--- src/rtl/fmps_readout_sequencer_if.sv ---
// AXI-stream style packet channel from the FMPS readout sequencer to its consumer.
interface fmps_readout_sequencer_if;
    logic        M_TVALID;
    logic        M_TREADY;
    logic [31:0] M_TDATA;
    logic        M_TLAST;

    modport master (output M_TVALID, M_TDATA, M_TLAST, input M_TREADY);
    modport slave  (input M_TVALID, M_TDATA, M_TLAST, output M_TREADY);
endinterface

--- src/rtl/fmps_readout_sequencer.sv ---
// Per-FA-cycle collection window and DPRAM-to-stream packet sequencer.
// Optional trailing XOR checksum word: define FMPS_SEQ_CHECKSUM_EN.
module fmps_readout_sequencer #(
    parameter int INDEX_WIDTH   = 5,
    parameter int TIMEOUT_WIDTH = 16
) (
    input  logic                           sysClk,
    input  logic                           sysReset_n,
    input  logic                           FAstrobe,
    input  logic [(1<<INDEX_WIDTH)-1:0]    enableMask,
    input  logic [TIMEOUT_WIDTH-1:0]       timeoutCycles,
    input  logic [(1<<INDEX_WIDTH)-1:0]    fmpsBitmap,
    output logic                           allFMPSpresent,
    output logic [INDEX_WIDTH-1:0]         readoutAddress,
    input  logic [31:0]                    readoutFMPS,
    output logic                           timeoutStrobe,
    output logic                           overrunStrobe,
    output logic                           busy,
    fmps_readout_sequencer_if.master       stream
);
    localparam int NSLOT = 1 << INDEX_WIDTH;
    localparam logic [31:0] MISSING = 32'h8000_0000;
`ifdef FMPS_SEQ_CHECKSUM_EN
    localparam bit CHK_EN = 1'b1;
`else
    localparam bit CHK_EN = 1'b0;
`endif

    typedef enum logic [1:0] {IDLE, COLLECT, READ, SEND} state_t;

    function automatic logic [14:0] popcount(input logic [NSLOT-1:0] v);
        logic [14:0] n;
        n = '0;
        for (int i = 0; i < NSLOT; i++) n = n + 15'(v[i]);
        return n;
    endfunction

    state_t                   state;
    logic [NSLOT-1:0]         mask_q, bmp_q, mask_rem;
    logic [TIMEOUT_WIDTH-1:0] timer;
    logic                     timed_out, hdr_pend, rd_pend;
    logic [14:0]              present_cnt;
    logic [INDEX_WIDTH-1:0]   idx;
    logic [31:0]              chk;

    logic [NSLOT-1:0] hit, idx_bit;
    logic             window_done, last_slot;
    logic [31:0]      header;
    logic             load_en, load_last;
    logic [31:0]      load_word;

    assign hit            = fmpsBitmap & mask_q;
    assign window_done    = (hit == mask_q);
    assign idx_bit        = NSLOT'(1) << idx;
    assign last_slot      = ((mask_rem & ~idx_bit) == '0);
    assign header         = {16'hA5F0, timed_out, present_cnt};
    assign readoutAddress = idx;
    assign busy           = (state != IDLE);

    // Word selection for READ; a present slot spends one cycle waiting on the DPRAM.
    always_comb begin
        load_en   = 1'b0;
        load_word = header;
        load_last = 1'b0;
        if (state == READ) begin
            if (hdr_pend) begin
                load_en   = 1'b1;
                load_last = !CHK_EN && (mask_q == '0);
            end else if (rd_pend) begin
                load_en   = 1'b1;
                load_word = readoutFMPS;
                load_last = !CHK_EN && last_slot;
            end else if (mask_rem == '0) begin
                load_en   = CHK_EN;
                load_word = chk;
                load_last = 1'b1;
            end else if (mask_rem[idx] && !bmp_q[idx]) begin
                load_en   = 1'b1;
                load_word = MISSING;
                load_last = !CHK_EN && last_slot;
            end
        end
    end

    always_ff @(posedge sysClk or negedge sysReset_n) begin
        if (!sysReset_n) begin
            state           <= IDLE;
            mask_q          <= '0;
            bmp_q           <= '0;
            mask_rem        <= '0;
            timer           <= '0;
            timed_out       <= 1'b0;
            hdr_pend        <= 1'b0;
            rd_pend         <= 1'b0;
            present_cnt     <= '0;
            idx             <= '0;
            chk             <= '0;
            allFMPSpresent  <= 1'b0;
            timeoutStrobe   <= 1'b0;
            overrunStrobe   <= 1'b0;
            stream.M_TVALID <= 1'b0;
            stream.M_TDATA  <= '0;
            stream.M_TLAST  <= 1'b0;
        end else begin
            timeoutStrobe <= 1'b0;
            overrunStrobe <= 1'b0;
            case (state)
                IDLE: begin
                    if (FAstrobe) begin
                        mask_q         <= enableMask;
                        timer          <= timeoutCycles;
                        allFMPSpresent <= 1'b0;
                        state          <= COLLECT;
                    end
                end
                COLLECT: begin
                    if (FAstrobe) begin
                        mask_q <= enableMask;
                        timer  <= timeoutCycles;
                    end else if (window_done || timer == '0) begin
                        // Completion wins over a simultaneous timeout.
                        allFMPSpresent <= 1'b1;
                        timed_out      <= !window_done;
                        timeoutStrobe  <= !window_done;
                        present_cnt    <= popcount(hit);
                        bmp_q          <= fmpsBitmap;
                        mask_rem       <= mask_q;
                        idx            <= '0;
                        hdr_pend       <= 1'b1;
                        rd_pend        <= 1'b0;
                        chk            <= '0;
                        state          <= READ;
                    end else begin
                        timer <= timer - TIMEOUT_WIDTH'(1);
                    end
                end
                READ: begin
                    if (FAstrobe) overrunStrobe <= 1'b1;
                    if (hdr_pend) begin
                        hdr_pend <= 1'b0;
                    end else if (rd_pend) begin
                        rd_pend  <= 1'b0;
                        mask_rem <= mask_rem & ~idx_bit;
                        idx      <= idx + INDEX_WIDTH'(1);
                    end else if (mask_rem == '0) begin
                        if (!CHK_EN) state <= IDLE;
                    end else if (!mask_rem[idx]) begin
                        idx <= idx + INDEX_WIDTH'(1);
                    end else if (bmp_q[idx]) begin
                        rd_pend <= 1'b1;
                    end else begin
                        mask_rem <= mask_rem & ~idx_bit;
                        idx      <= idx + INDEX_WIDTH'(1);
                    end
                    if (load_en) begin
                        stream.M_TVALID <= 1'b1;
                        stream.M_TDATA  <= load_word;
                        stream.M_TLAST  <= load_last;
                        chk             <= chk ^ load_word;
                        state           <= SEND;
                    end
                end
                SEND: begin
                    if (FAstrobe) overrunStrobe <= 1'b1;
                    if (stream.M_TREADY) begin
                        stream.M_TVALID <= 1'b0;
                        state           <= stream.M_TLAST ? IDLE : READ;
                    end
                end
                default: state <= IDLE;
            endcase
        end
    end
endmodule

--- src/flat_wrapper.sv ---
// flat-port wrapper written by rule: the top's interface ports become plain ports
module fmps_readout_sequencer_flat 
#(
    parameter int INDEX_WIDTH   = 5,
    parameter int TIMEOUT_WIDTH = 16
)
  (sysClk, sysReset_n, FAstrobe, enableMask, timeoutCycles, fmpsBitmap, allFMPSpresent, readoutAddress, readoutFMPS, timeoutStrobe, overrunStrobe, busy, stream_M_TVALID, stream_M_TDATA, stream_M_TLAST, stream_M_TREADY);
  fmps_readout_sequencer_if stream_i ();
  input  logic sysClk;
  input  logic sysReset_n;
  input  logic FAstrobe;
  input  logic [(1<<INDEX_WIDTH)-1:0] enableMask;
  input  logic [TIMEOUT_WIDTH-1:0] timeoutCycles;
  input  logic [(1<<INDEX_WIDTH)-1:0] fmpsBitmap;
  output logic allFMPSpresent;
  output logic [INDEX_WIDTH-1:0] readoutAddress;
  input  logic [31:0] readoutFMPS;
  output logic timeoutStrobe;
  output logic overrunStrobe;
  output logic busy;
  output wire logic [$bits(stream_i.M_TVALID)-1:0] stream_M_TVALID;
  output wire logic [$bits(stream_i.M_TDATA)-1:0] stream_M_TDATA;
  output wire logic [$bits(stream_i.M_TLAST)-1:0] stream_M_TLAST;
  input wire logic [$bits(stream_i.M_TREADY)-1:0] stream_M_TREADY;
  assign stream_M_TVALID = stream_i.M_TVALID;
  assign stream_M_TDATA = stream_i.M_TDATA;
  assign stream_M_TLAST = stream_i.M_TLAST;
  assign stream_i.M_TREADY = stream_M_TREADY;
  fmps_readout_sequencer #(.INDEX_WIDTH(INDEX_WIDTH), .TIMEOUT_WIDTH(TIMEOUT_WIDTH)) u_core (.sysClk(sysClk), .sysReset_n(sysReset_n), .FAstrobe(FAstrobe), .enableMask(enableMask), .timeoutCycles(timeoutCycles), .fmpsBitmap(fmpsBitmap), .allFMPSpresent(allFMPSpresent), .readoutAddress(readoutAddress), .readoutFMPS(readoutFMPS), .timeoutStrobe(timeoutStrobe), .overrunStrobe(overrunStrobe), .busy(busy), .stream(stream_i));
endmodule
--- config.mk ---
export PLATFORM = sky130hd
export DESIGN_NAME = fmps_readout_sequencer_flat
export DESIGN_NICKNAME = d
export VERILOG_FILES = /design/src/rtl/fmps_readout_sequencer_if.sv /design/src/rtl/fmps_readout_sequencer.sv /design/src/flat_wrapper.sv
export SDC_FILE = /design/constraint.sdc
export NUM_CORES = 1
export LEC_CHECK = 0
export BUFFER_PORTS_ARGS = -buffer_cell sky130_fd_sc_hd__buf_2
export CORE_ASPECT_RATIO = 1.4
export CORE_UTILIZATION = 58
export DETAILED_ROUTE_END_ITERATION = 12
export PLACE_DENSITY_LB_ADDON = 0.25
export SLEW_MARGIN = 30
export SYNTH_ARGS = -nofsm -noshare
export SYNTH_HDL_FRONTEND = slang
export SYNTH_SLANG_ARGS = --single-unit
--- constraint.sdc ---
create_clock -name sysClk -period 6.6 [get_ports sysClk]
set_input_delay 0.33 -clock sysClk [delete_from_list [all_inputs] [get_ports sysClk]]
set_output_delay 0.33 -clock sysClk [all_outputs]
set_load 0.005 [all_outputs]
* Word level (Yosys, flattened, before mapping)
Cells that the tools add are included.
** Storage, ports and cells
- Register bits after elaboration :: 206
- Input port bits :: 116
- Output and inout bits :: 43
** Operators by class
- $add $sub $neg :: 33
- Magnitude comparators :: 1
- Eq/ne operators :: 18
- Shifts and indexed selects :: 1
- Muxes and demuxes :: 73
- Bitwise logic cells :: 5
- Reductions and logical operators :: 27
** Operator list (count)
- 15-bit by 1-bit adder with 15-bit output :: 30
- 32-bit two-way mux :: 14
- 32-bit case mux with 2 select lines :: 2
- 32-bit logical NOT :: 3
- 32-bit AND :: 2
- 16-bit two-way mux :: 3
- 5-bit two-way mux :: 7
- 32-bit equality test :: 1
- 32-bit NOT :: 1
- 16-bit case mux with 2 select lines :: 1
- 1-bit by 5-bit left shift with 32-bit output (first input constant) :: 1
- 32-bit XOR :: 1
- 30-bit two-way mux :: 1
- 1-bit two-way mux :: 28
- 2-bit two-way mux :: 9
- 16-bit logical NOT :: 1
- 16-bit by 1-bit subtractor with 16-bit output (second input constant) :: 1
- 7-bit AND reduction :: 2
- 3-bit by 2-bit inequality test with 1-bit output (second input constant) :: 4
- 3-bit AND reduction :: 4
- 4-bit AND reduction :: 3
- 1-bit binary-select mux with 5-bit select :: 2
- 5-bit case mux with 2 select lines :: 1
- 3-bit inequality test (second input constant) :: 3
- 19 further kinds :: 33

* Logic depth before layout (Yosys ltp)
Gate-level depths: netlist (run 1).
- Depth after elaboration :: 32
- Gate-level depth with buffers :: 19
- Gate-level depth less buffers :: 19

* Worst setup path before layout (run 1)
Ideal clock, no wire load.
- Path kind :: reg-to-reg
- Start :: register u_core.mask_q[0]
- End :: register u_core.present_cnt[4]
- Setup time :: 136 ps
- Arrival :: 4865 ps
- Slack :: 1599 ps
- Stages on the path, launching flop included :: 19
- Buffers on the path :: 0
- Period minus slack after synthesis :: 5001 ps
- Path through :: dfrtp_1 -> and2_1 -> ha_1 -> inv_1 -> fa_1 -> fa_1 -> fa_1 -> fa_1 -> fa_1 -> inv_1 -> fa_1 -> inv_1 -> fa_1 -> inv_1 -> fa_1 -> a21o_1 -> a21oi_1 -> xor2_1 -> o21ai_0
** Between the ends
- Cells in the longest elaborated chain, start to end :: 32
- Elaborated cells on any way between the ends :: 35
** Ends and longest elaborated chain
- start: declaration :: RTL line fmps_readout_sequencer.sv:39 : logic [NSLOT-1:0] mask_q, bmp_q, mask_rem;
- start signal: assignment :: RTL line fmps_readout_sequencer.sv:110 : mask_q <= enableMask;
- start signal: assignment :: RTL line fmps_readout_sequencer.sv:118 : mask_q <= enableMask;
- 32-bit AND :: RTL line fmps_readout_sequencer.sv:52 : assign hit = fmpsBitmap & mask_q;
- 1-bit by 1-bit adder with 2-bit output :: RTL line fmps_readout_sequencer.sv:34 : for (int i = 0; i < NSLOT; i++) n = n + 15'(v[i]);
- 15-bit by 1-bit adder with 15-bit output (30 in series) :: RTL line fmps_readout_sequencer.sv:34
- end signal: assignment :: RTL line fmps_readout_sequencer.sv:125 : present_cnt <= popcount(hit);
- end: declaration :: RTL line fmps_readout_sequencer.sv:42 : logic [14:0] present_cnt;
Several ways; a longest one is shown, not always the timed one.
A chain may end at the register's enable or synchronous reset.

* Worst setup path in the final report (run 1)
Same ends and word-level chain as after synthesis.

==> flow_summary.yaml, run 1 <==
cts:
  cts_max_path_buffers: 2
  clock-sinks: 190
  htree_levels: 4
  root_buffer: "clkbuf_16"
  cts_buffers: 17
  clk_pin_slew_worst_paths_ns: 0.08
  clock_latency_ns: 0.44
  postCtsResizedCells: 0
  cts_tree: "built"
timing:
  period_share_pct: 80.2
  setup_violations: 0
  maxSlewViolCount: 0
  holdWs_ns: 0.0905
  fin_worst_skew_ns: 0.0104
  rsz0062_at_grt: "no"
  tightest_slew_ns: 0.960
  fin_ws_ns: 1.30
  fin_crit_ns: 5.30
  fmax_mhz: 189
  hold_viol: 0
  relSlewSlack_pct: 35.9
  tns_ns: 0
synthesis:
  synth_ff_type: "dfrtp_1"
  synth_cell_type_count: 68
  syn_area_um2: 11100
  yosysWarnings: 0
  yosys.area_share.xor_xnor_pct: 0.236
  yosys.area.top_type: "dfrtp_1"
  synthAdderAreaFrac_pct: 6.01
  ys_top_cells_by_area: "dfrtp_1 (43%), nand2_1 (9.1%), fa_1 (4.3%)"
  synthArstFlopShare_pct: 100
  synth_edf_count: 0
  synth_compound_area_share_pct: 17.9
  syn_avg_cell_area_um2: 9.14
  seq_area_frac_synth_pct: 42.8
  synth_top_family_by_area: "simple AND/OR/NAND/NOR gates"
  ys_ff_latch: 190
  postSynthCellCount: 1216
  synth_top_cell_area_share_pct: 42.8
  muxShareOfSynthArea_pct: 6.62
  synth-simple-area-share_pct: 20.5
  synth_nets: 1371
critical_path:
  cp_common_cell: "fa_1"
  end_kind: "flop"
  cp_num_buf_inv: 4
  worstPathMaxFanout: 4
  r2r_cells: 18
  critPathSlowestCell: "fa_1"
  cp_data_required_time_ns: 6.88
  cp.arrival_ns: 5.57
  worstSetupPathType: "reg -> reg"
  crit_chain: "and2_1, ha_1, inv_1, fa_1, fa_1, fa_1, fa_1, fa_1, inv_1, fa_1, inv_1, fa_1, inv_1, fa_1, a21o_1, a21oi_1, xor2_1, o21ai_0"
  critical_path_depth: 18
  max_stage_delay_ns: 0.51
  crit_family: "adder cells"
  cp-start-kind: "flop"
route:
  finalWirelength_um: 32500
  drc: 0
  viasPerCell: 6.25
  drtIter0Drc: 856
  postRouteAntennaNets: 0
  wire_per_inst_um: 20.4
  num_vias: 9939
  first_pass_iters: 5
global_routing:
  grt_pass1_wl_um: 52200
  grt_max_degree: 80
  antenna_found_initial: 0
  gr-usage-all-layers_pct: 34.2
  grt_pass1_vias: 9781
  grt_overflow: 0
cells_and_area:
  fin_util_pct: 67.6
  layout.nets: 1490
  nFillCells: 1497
  synthToLayoutAreaGrowth_pct: 13.6
  num_antenna_cells: 0
  drive_above_1_share_pct: 22.2
run:
  maxCapViolCount: 0
worst_hold_path:
  hold_path_depth: 3
  hp-class: "in -> reg"
power:
  power.density_nw_per_um2: 460
  finalPower_mw: 5.82
  p_leak_nw: 6.42
  vdd_drop_max_mv: 0.460
status:
  outcome: "completed"
floorplan:
  placementRows: 59
  start_util_pct: 59.5
  die_h_um: 166
  die_width_um: 119
  ios: 159
  fp.dieArea_um2: 19700
  core_area_um2: 18700
placed_design:
  dpl.hpwl_um: 23000
  gp_congestion: 0.999
  port_buffers: 158
  dp_worst_setup_slack_ns: 1.31
placed cells by master (no fill, tap or decap), types with 3 or more instances in the layout:
master | Yosys | final
a211oi_1 | 10 | 10
a21bo_2 | 24 | 24
a21o_1 | 8 | 8
a21oi_1 | 39 | 39
a221o_2 | 26 | 26
a22oi_1 | 6 | 6
a311oi_1 | 3 | 3
a31oi_1 | 15 | 15
and2_1 | 16 | 16
and3_1 | 21 | 21
buf_2 | 15 | 157
buf_4 | 0 | 19
clkbuf_16 | 0 | 17
clkinvlp_4 | 0 | 3
dfrtp_1 | 190 | 190
fa_1 | 24 | 24
ha_1 | 15 | 15
inv_1 | 81 | 80
inv_8 | 0 | 4
mux2_2 | 6 | 6
mux2i_1 | 33 | 33
mux4_2 | 15 | 15
nand2_1 | 270 | 270
nand2b_1 | 8 | 8
nand3_1 | 53 | 53
nand4_1 | 8 | 8
nor2_1 | 57 | 54
nor2b_1 | 12 | 11
nor3_1 | 7 | 7
nor3b_1 | 4 | 4
nor4_1 | 23 | 22
o2111a_1 | 7 | 7
o211ai_1 | 9 | 9
o21ai_0 | 67 | 67
o22a_1 | 9 | 9
o22ai_1 | 22 | 22
or3_1 | 5 | 5
or4_1 | 3 | 3
cells by family after synthesis:
logic type	count (synthesis)
muxes	54
AOI/OAI and AO/OA	273
DFF	190
and+or+nand+nor	498
adders and majority gates	39
buffers and inverters	159
xor gates and xnor gates	3
cells in the mapped netlist (all sizes together), types with 8 or more instances:
master  instances
nand2         270
dfrtp         190
inv            81
o21ai          69
nor2           57
nand3          53
clkbuf         50
a21oi          40
mux2i          33
a221o          28
buf            28
a21bo          24
fa             24
nor4           24
o22ai          22
and3           21
and2           16
a31oi          15
ha             15
mux4           15
nor2b          12
a211oi         11
o211ai          9
o22a            9
a21o            8
nand2b          8
nand4           8
worst min-delay path, cell delays in order:
cell and delay, ns:
buf_2 0.08, nand2_1 0.03, o21ai_0 0.05
registers in the layout, summed over array words and instances, names as in the netlist:
register	cells
u_core.hdr_pend	1
u_core.allFMPSpresent	1
u_core.state	2
u_core.stream.M_TDATA	32
u_core.readoutAddress	5
u_core.stream.M_TVALID	1
u_core.present_cnt	6
u_core.mask_rem	32
u_core.overrunStrobe	1
u_core.chk	25
u_core.stream.M_TLAST	1
u_core.timer	16
u_core.bmp_q	32
u_core.timeoutStrobe	1
u_core.timed_out	1
u_core.rd_pend	1
u_core.mask_q	32
power by group:
part	internal [mW]	total [mW]	switching (mW)	leakage [nW]
Sequential	1.42	1.75	0.335	2.50
Clock	0.534	1.03	0.496	0.276
Combinational	1.26	3.04	1.77	3.64
Total	3.21	5.82	2.60	6.42
cell type report:
cell class                      instances  area [um^2]  area share (%)
Tap cell                              244          305            2.42
Sequential cell                       190         4750            37.6
Inverter                               81          304            2.41
Multi-Input combinational cell        867         5740            45.4
Clock inverter                         14          154            1.22
Timing Repair Buffer                  178          952            7.54
Clock buffer                           17          425            3.37
metrics by stage:
step / cell area, um^2 / instances
after CTS: 12600 / 1591
after detailed placement: 12000 / 1559
after global placement: 12000 / 1559
after floorplan: 11100 / 1216
after global routing: 12600 / 1591
final: 12600 / 1591
metal layers:
| layer | global-route usage [%] | vias up | wire (um) |
|---|---|---|---|
| met5 | 0 | - | 0 |
| met4 | 17.2 | 0 | 1470 |
| met3 | 5.70 | 102 | 2490 |
| met2 | 54.9 | 511 | 15600 |
| met1 | 44.8 | 4817 | 12900 |
| li1 | - | 4509 | - |
timing repair:
| action | in CTS | in global routing |
|---|---|---|
| buffers inserted | 0 | 0 |
| hold buffers | 1 | 0 |
| hold endpoints to repair | 77 | 0 |
path summary, 6_finish.rpt:
kind                       slack (ns)                         to        startpoint
setup / recovery                 1.30      u_core.present_cnt[4]  u_core.mask_q[0]
hold / removal                   0.09          u_core.mask_q[29]    enableMask[29]
setup reg to reg                 1.30      u_core.present_cnt[4]  u_core.mask_q[0]
hold reg to reg                  0.48           u_core.bmp_q[28]  u_core.bmp_q[28]
max in group asynchronous        4.85        u_core.mask_rem[12]        sysReset_n
min in group asynchronous        0.48  u_core.stream.M_TDATA[10]        sysReset_n
(Power assumes the default switching activity.)
==> inputs of run 2 (changes only) <==
==> constraint.sdc (replaced) <==
create_clock -name sysClk -period 5.6 [get_ports sysClk]
set_input_delay 0.28 -clock sysClk [delete_from_list [all_inputs] [get_ports sysClk]]
set_output_delay 0.28 -clock sysClk [all_outputs]
set_load 0.005 [all_outputs]
==> run 2 against run 1 <==
Against the previous run: first-iteration DRC count increased by 15%; clock-buffer cell count increased by 2; clock skew increased by 0.0032 ns; clock power increased by 17%; combinational power increased by 17%; global-route usage unchanged.
==> flow_summary.yaml, run 2 (synthesis gave the netlist of run 1 again) <==
critical_path:
  cp.arrival_ns: 5.57
  rrSetupSlack_ns: 0.31
  cp_data_required_time_ns: 5.88
  cp-start-kind: "flop"
  worstSetupPathType: "reg -> reg"
  rr_startpoint: "u_core.mask_q[1]"
  critPathLaunch: "u_core.mask_q[1]"
  end_kind: "flop"
  worstPathMaxFanout: 4
power:
  vdd_drop_max_mv: 0.682
  p_switching_mw: 3.06
  power.density_nw_per_um2: 542
  p_int_mw: 3.79
  pwr-share-seq_pct: 30.5
  p_leak_nw: 6.42
  comb_power_share_pct: 51.9
  power_frac_clock_pct: 17.6
  switching_share_pct: 44.6
route:
  drc: 0
  finalWirelength_um: 32600
  viasPerCell: 6.30
  num_vias: 10000
  first_pass_iters: 6
  postRouteAntennaNets: 0
  drtIter0Drc: 982
  wire_per_inst_um: 20.5
timing:
  period_share_pct: 94.4
  relSlewSlack_pct: 38.9
  maxSlewViolCount: 0
  tns_ns: 0
  setup_violations: 0
  fin_crit_ns: 5.29
  tightest_slew_ns: 0.916
  fmax_mhz: 189
  rsz0062_at_grt: "no"
  fin_worst_skew_ns: 0.0136
  hold_viol: 0
cells_and_area:
  final_area_um2: 12600
  num_antenna_cells: 0
  nFillCells: 1527
  synthToLayoutAreaGrowth_pct: 13.6
  final_cell_mix: "nand2_1 (269), dfrtp_1 (190), buf_2 (157), inv_1 (80), o21ai_0 (67)"
  final_cells: 1591
  fin_util_pct: 67.7
  mostFrequentLayoutCell: "nand2_1"
  drive_above_1_share_pct: 22.2
  layout.nets: 1490
floorplan:
  fp.dieArea_um2: 19700
  placementRows: 59
  start_util_pct: 59.5
  core_area_um2: 18700
  die_width_um: 119
  die_h_um: 166
  ios: 159
worst_hold_path:
  hp-class: "in -> reg"
  hold_path_startpoint: "enableMask[9]"
cts:
  htree_levels: 4
  post_cts_buffers: 0
  clk_pin_slew_worst_paths_ns: 0.07
  root_buffer: "clkbuf_16"
  clock-sinks: 190
  cts_tree: "built"
  cts_max_path_buffers: 2
  cts_buffers: 17
  clock_latency_ns: 0.44
global_routing:
  grt_pass1_vias: 9883
  grt_overflow: 0
  gr-usage-all-layers_pct: 34.2
  antenna_found_initial: 0
  grt_pass1_wl_um: 52400
  grt_max_degree: 86
placed_design:
  port_buffers: 158
  dp.cells: 1559
  gp_congestion: 1.01
  dpl.hpwl_um: 23300
  dpl-instance-area_um2: 12000
status:
  outcome: "completed"
run:
  maxCapViolCount: 0
[run 2: cell count changes in the layout (fill, tap and decap cells not counted), sizes merged]
cell / previous run / this run
clkbuf: 18 / 20
inv: 87 / 86
clkinv: 4 / 3
[run 2: area by class of cell]
class	instances	area, um^2	share of cell area, %
Multi-Input combinational cell	867	5740	45.4
Sequential cell	190	4750	37.6
Timing Repair Buffer	178	960	7.59
Clock buffer	19	443	3.50
Tap cell	244	305	2.42
Inverter	81	304	2.41
Clock inverter	12	129	1.02
[run 2: worst max-delay path: stages (launching register included)]
cell	delay [ns]
dfrtp_1	0.42
and2_1	0.16
ha_1	0.29
inv_1	0.08
fa_1	0.44
fa_1	0.46
fa_1	0.51
fa_1	0.43
fa_1	0.49
inv_1	0.06
fa_1	0.47
inv_1	0.09
fa_1	0.16
inv_1	0.06
fa_1	0.40
a21o_1	0.20
a21oi_1	0.17
xor2_1	0.15
o21ai_0	0.08
[run 2: final timing paths]
kind	depth (start not counted)	to
setup / recovery	18	u_core.present_cnt[4]
hold / removal	3	u_core.mask_q[9]
setup reg to reg	18	u_core.present_cnt[4]
hold reg to reg	1	u_core.chk[8]
max in group asynchronous	3	u_core.mask_q[7]
min in group asynchronous	2	u_core.stream.M_TDATA[10]
[run 2: repair_timing]
action                                 in CTS  in global routing
gates resized for setup                     0                  0
endpoints found under the hold margin      25                  0
hold buffers                                1                  0
[run 2: stage by stage]
step | total power [mW] | setup WS, ns | hold slack [ns]
2_1_floorplan | 4.60 | 0.599 | -0.0156
3_3_place_gp | 5.42 | 0.455 | 0.176
3_5_place_dp | 5.61 | 0.360 | 0.178
4_1_cts | 6.83 | 0.334 | 0.0359
5_1_grt | 7.36 | 0.136 | 0.0385
6_report | 6.85 | 0.313 | 0.0458
[run 2: per-layer routing]
layer / vias up / part of all wire, % / GRT usage, %
met2: 551 / 48 / 55.5
met1: 4865 / 38 / 44.4
met4: 0 / 4.5 / 15.6
li1: 4501 / - / -
met5: - / 0 / 0
met3: 114 / 8.7 / 6.28
[run 2: power by group through the flow]
| stage | Clock, mW | Combinational (mW) | Sequential, mW |
|---|---|---|---|
| 2_1_floorplan | 0 | 2.68 | 1.91 |
| 3_3_place_gp | 0 | 3.35 | 2.06 |
| 3_5_place_dp | 0 | 3.52 | 2.09 |
| 4_1_cts | 1.22 | 3.55 | 2.06 |
| 5_1_grt | 1.27 | 3.98 | 2.11 |
| 6_report | 1.20 | 3.56 | 2.09 |
==> inputs of run 3 (changes only) <==
--- a/config.mk
+++ b/config.mk
@@ -10,6 +10,7 @@
 export CORE_UTILIZATION = 58
 export DETAILED_ROUTE_END_ITERATION = 12
 export PLACE_DENSITY_LB_ADDON = 0.25
+export SETUP_SLACK_MARGIN = 0.5
 export SLEW_MARGIN = 30
 export SYNTH_ARGS = -nofsm -noshare
 export SYNTH_HDL_FRONTEND = slang
==> run 3 against run 2 <==
Against the previous run: routed wire length is essentially flat; via count shrank 1.0%; clock-buffer cell count is the same; power grew 2.6%; design area grew 0.33%.
==> flow_summary.yaml, run 3 (synthesis gave the netlist of run 1 again) <==
floorplan:
  placementRows: 59
  die_h_um: 166
  start_util_pct: 59.5
  core_area_um2: 18700
  die_width_um: 119
  ios: 159
  fp.dieArea_um2: 19700
route:
  drc: 0
  num_vias: 9931
  first_pass_iters: 5
  drtIter0Drc: 799
  viasPerCell: 6.23
  wire_per_inst_um: 20.5
  finalWirelength_um: 32600
  postRouteAntennaNets: 0
global_routing:
  gr-usage-all-layers_pct: 34.2
  grt_pass1_wl_um: 52500
  grt_overflow: 0
  grt_max_degree: 86
  antenna_found_initial: 0
  grt_pass1_vias: 9913
power:
  comb_power_share_pct: 53.3
  pwr-share-seq_pct: 29.6
  power.density_nw_per_um2: 554
  finalPower_mw: 7.03
  p_leak_nw: 6.43
  power_frac_clock_pct: 17.1
  p_int_mw: 3.89
  vdd_drop_max_mv: 0.721
  p_switching_mw: 3.13
  switching_share_pct: 44.6
timing:
  period_share_pct: 92.1
  tns_ns: 0
  tightest_slew_ns: 0.899
  fin_worst_skew_ns: 0.0138
  holdWs_ns: 0.0454
  rsz0062_at_grt: "yes"
  setup_violations: 0
  relSlewSlack_pct: 40.0
  fmax_mhz: 194
  fin_crit_ns: 5.16
  maxSlewViolCount: 0
  hold_viol: 0
critical_path:
  worstPathMaxFanout: 2
  crit_chain: "and2_1, ha_1, inv_1, fa_1, fa_1, fa_1, fa_1, fa_1, inv_2, fa_1, inv_2, fa_2, inv_2, fa_2, a21o_1, a21oi_2, xor2_1, o21ai_1"
  end_kind: "flop"
  worstSetupPathType: "reg -> reg"
  crit_family: "adder cells"
  cp-start-kind: "flop"
  cp_common_cell: "fa_1"
  critPathSlowestCell: "fa_1"
  cp_data_required_time_ns: 5.89
  cp.arrival_ns: 5.45
  cp_num_buf_inv: 4
  max_stage_delay_ns: 0.52
cts:
  htree_levels: 4
  clock-sinks: 190
  cts_tree: "built"
  root_buffer: "clkbuf_16"
  cts_buffers: 17
  clk_pin_slew_worst_paths_ns: 0.07
  cts_max_path_buffers: 2
  clock_latency_ns: 0.44
placed_design:
  gp_congestion: 1.01
  dpl.hpwl_um: 23300
  port_buffers: 158
status:
  outcome: "completed"
run:
  maxCapViolCount: 0
cells_and_area:
  multiInputGateArea_um2: 5750
  num_antenna_cells: 0
  nFillCells: 1516
  mostFrequentLayoutCell: "nand2_1"
  final_cell_mix: "nand2_1 (268), dfrtp_1 (190), buf_2 (157), inv_1 (77), o21ai_0 (66)"
  synthToLayoutAreaGrowth_pct: 14.0
  fin_util_pct: 67.9
  ff_latch_area_um2: 4750
  drive_above_1_share_pct: 22.9
  layout.nets: 1494
worst_hold_path:
  hp-class: "in -> reg"
==> run 3: final timing paths <==
path                                   from                   endpoint  slack [ns]  cells after the start
setup / recovery           u_core.mask_q[1]      u_core.present_cnt[4]        0.44                     18
hold / removal                enableMask[9]           u_core.mask_q[9]        0.05                      3
setup reg to reg           u_core.mask_q[1]      u_core.present_cnt[4]        0.44                     18
hold reg to reg               u_core.chk[8]              u_core.chk[8]        0.47                      1
max in group asynchronous        sysReset_n           u_core.mask_q[7]        4.29                      3
min in group asynchronous        sysReset_n  u_core.stream.M_TDATA[10]        0.28                      2
==> run 3: final cells by class <==
type / instances / share of cell area, %
well taps: 244 / 2.41
flip-flops and latches: 190 / 37.5
multi-input cells: 867 / 45.4
repair buffers: 182 / 7.81
clock buffers: 19 / 3.49
inverters: 81 / 2.40
clock inverters: 12 / 1.02
==> run 3: worst min-delay path, stage by stage <==
cell and delay (ns):
buf_2 0.07, nand2_1 0.03, o21ai_0 0.05
==> run 3: metrics by stage <==
step	std cells	setup WS, ns	cell area, um^2
floorplan	1216	0.599	11100
global placement	1559	0.455	12000
detailed placement	1559	0.360	12000
CTS	1594	0.459	12700
global route	1595	0.314	12700
finish	1595	0.442	12700
==> run 3: routing by layer <==
metal	vias to the layer above	wire length [um]	GRT usage [%]
li1	4504	-	-
met1	4828	12800	44.5
met2	497	15800	55.5
met3	102	2560	6.25
met4	0	1470	16.0
met5	-	0	0
==> run 3: repair_timing <==
| action | in CTS | in global routing |
|---|---|---|
| pin swaps | 0 | 4 |
| endpoints found under the setup margin | 1 | 4 |
| hold buffers | 1 | 0 |
| setup buffers | 3 | 1 |
| resized for setup | 3 | 5 |
| endpoints found under the hold margin | 25 | 0 |
==> run 3: power by group through the flow <==
stage | clock, mW | combinational, mW | sequential (mW)
final | 1.20 | 3.74 | 2.08
after floorplan | 0 | 2.68 | 1.91
after CTS | 1.22 | 3.62 | 2.06
after detailed placement | 0 | 3.52 | 2.09
after global placement | 0 | 3.35 | 2.06
after global routing | 1.27 | 4.17 | 2.11
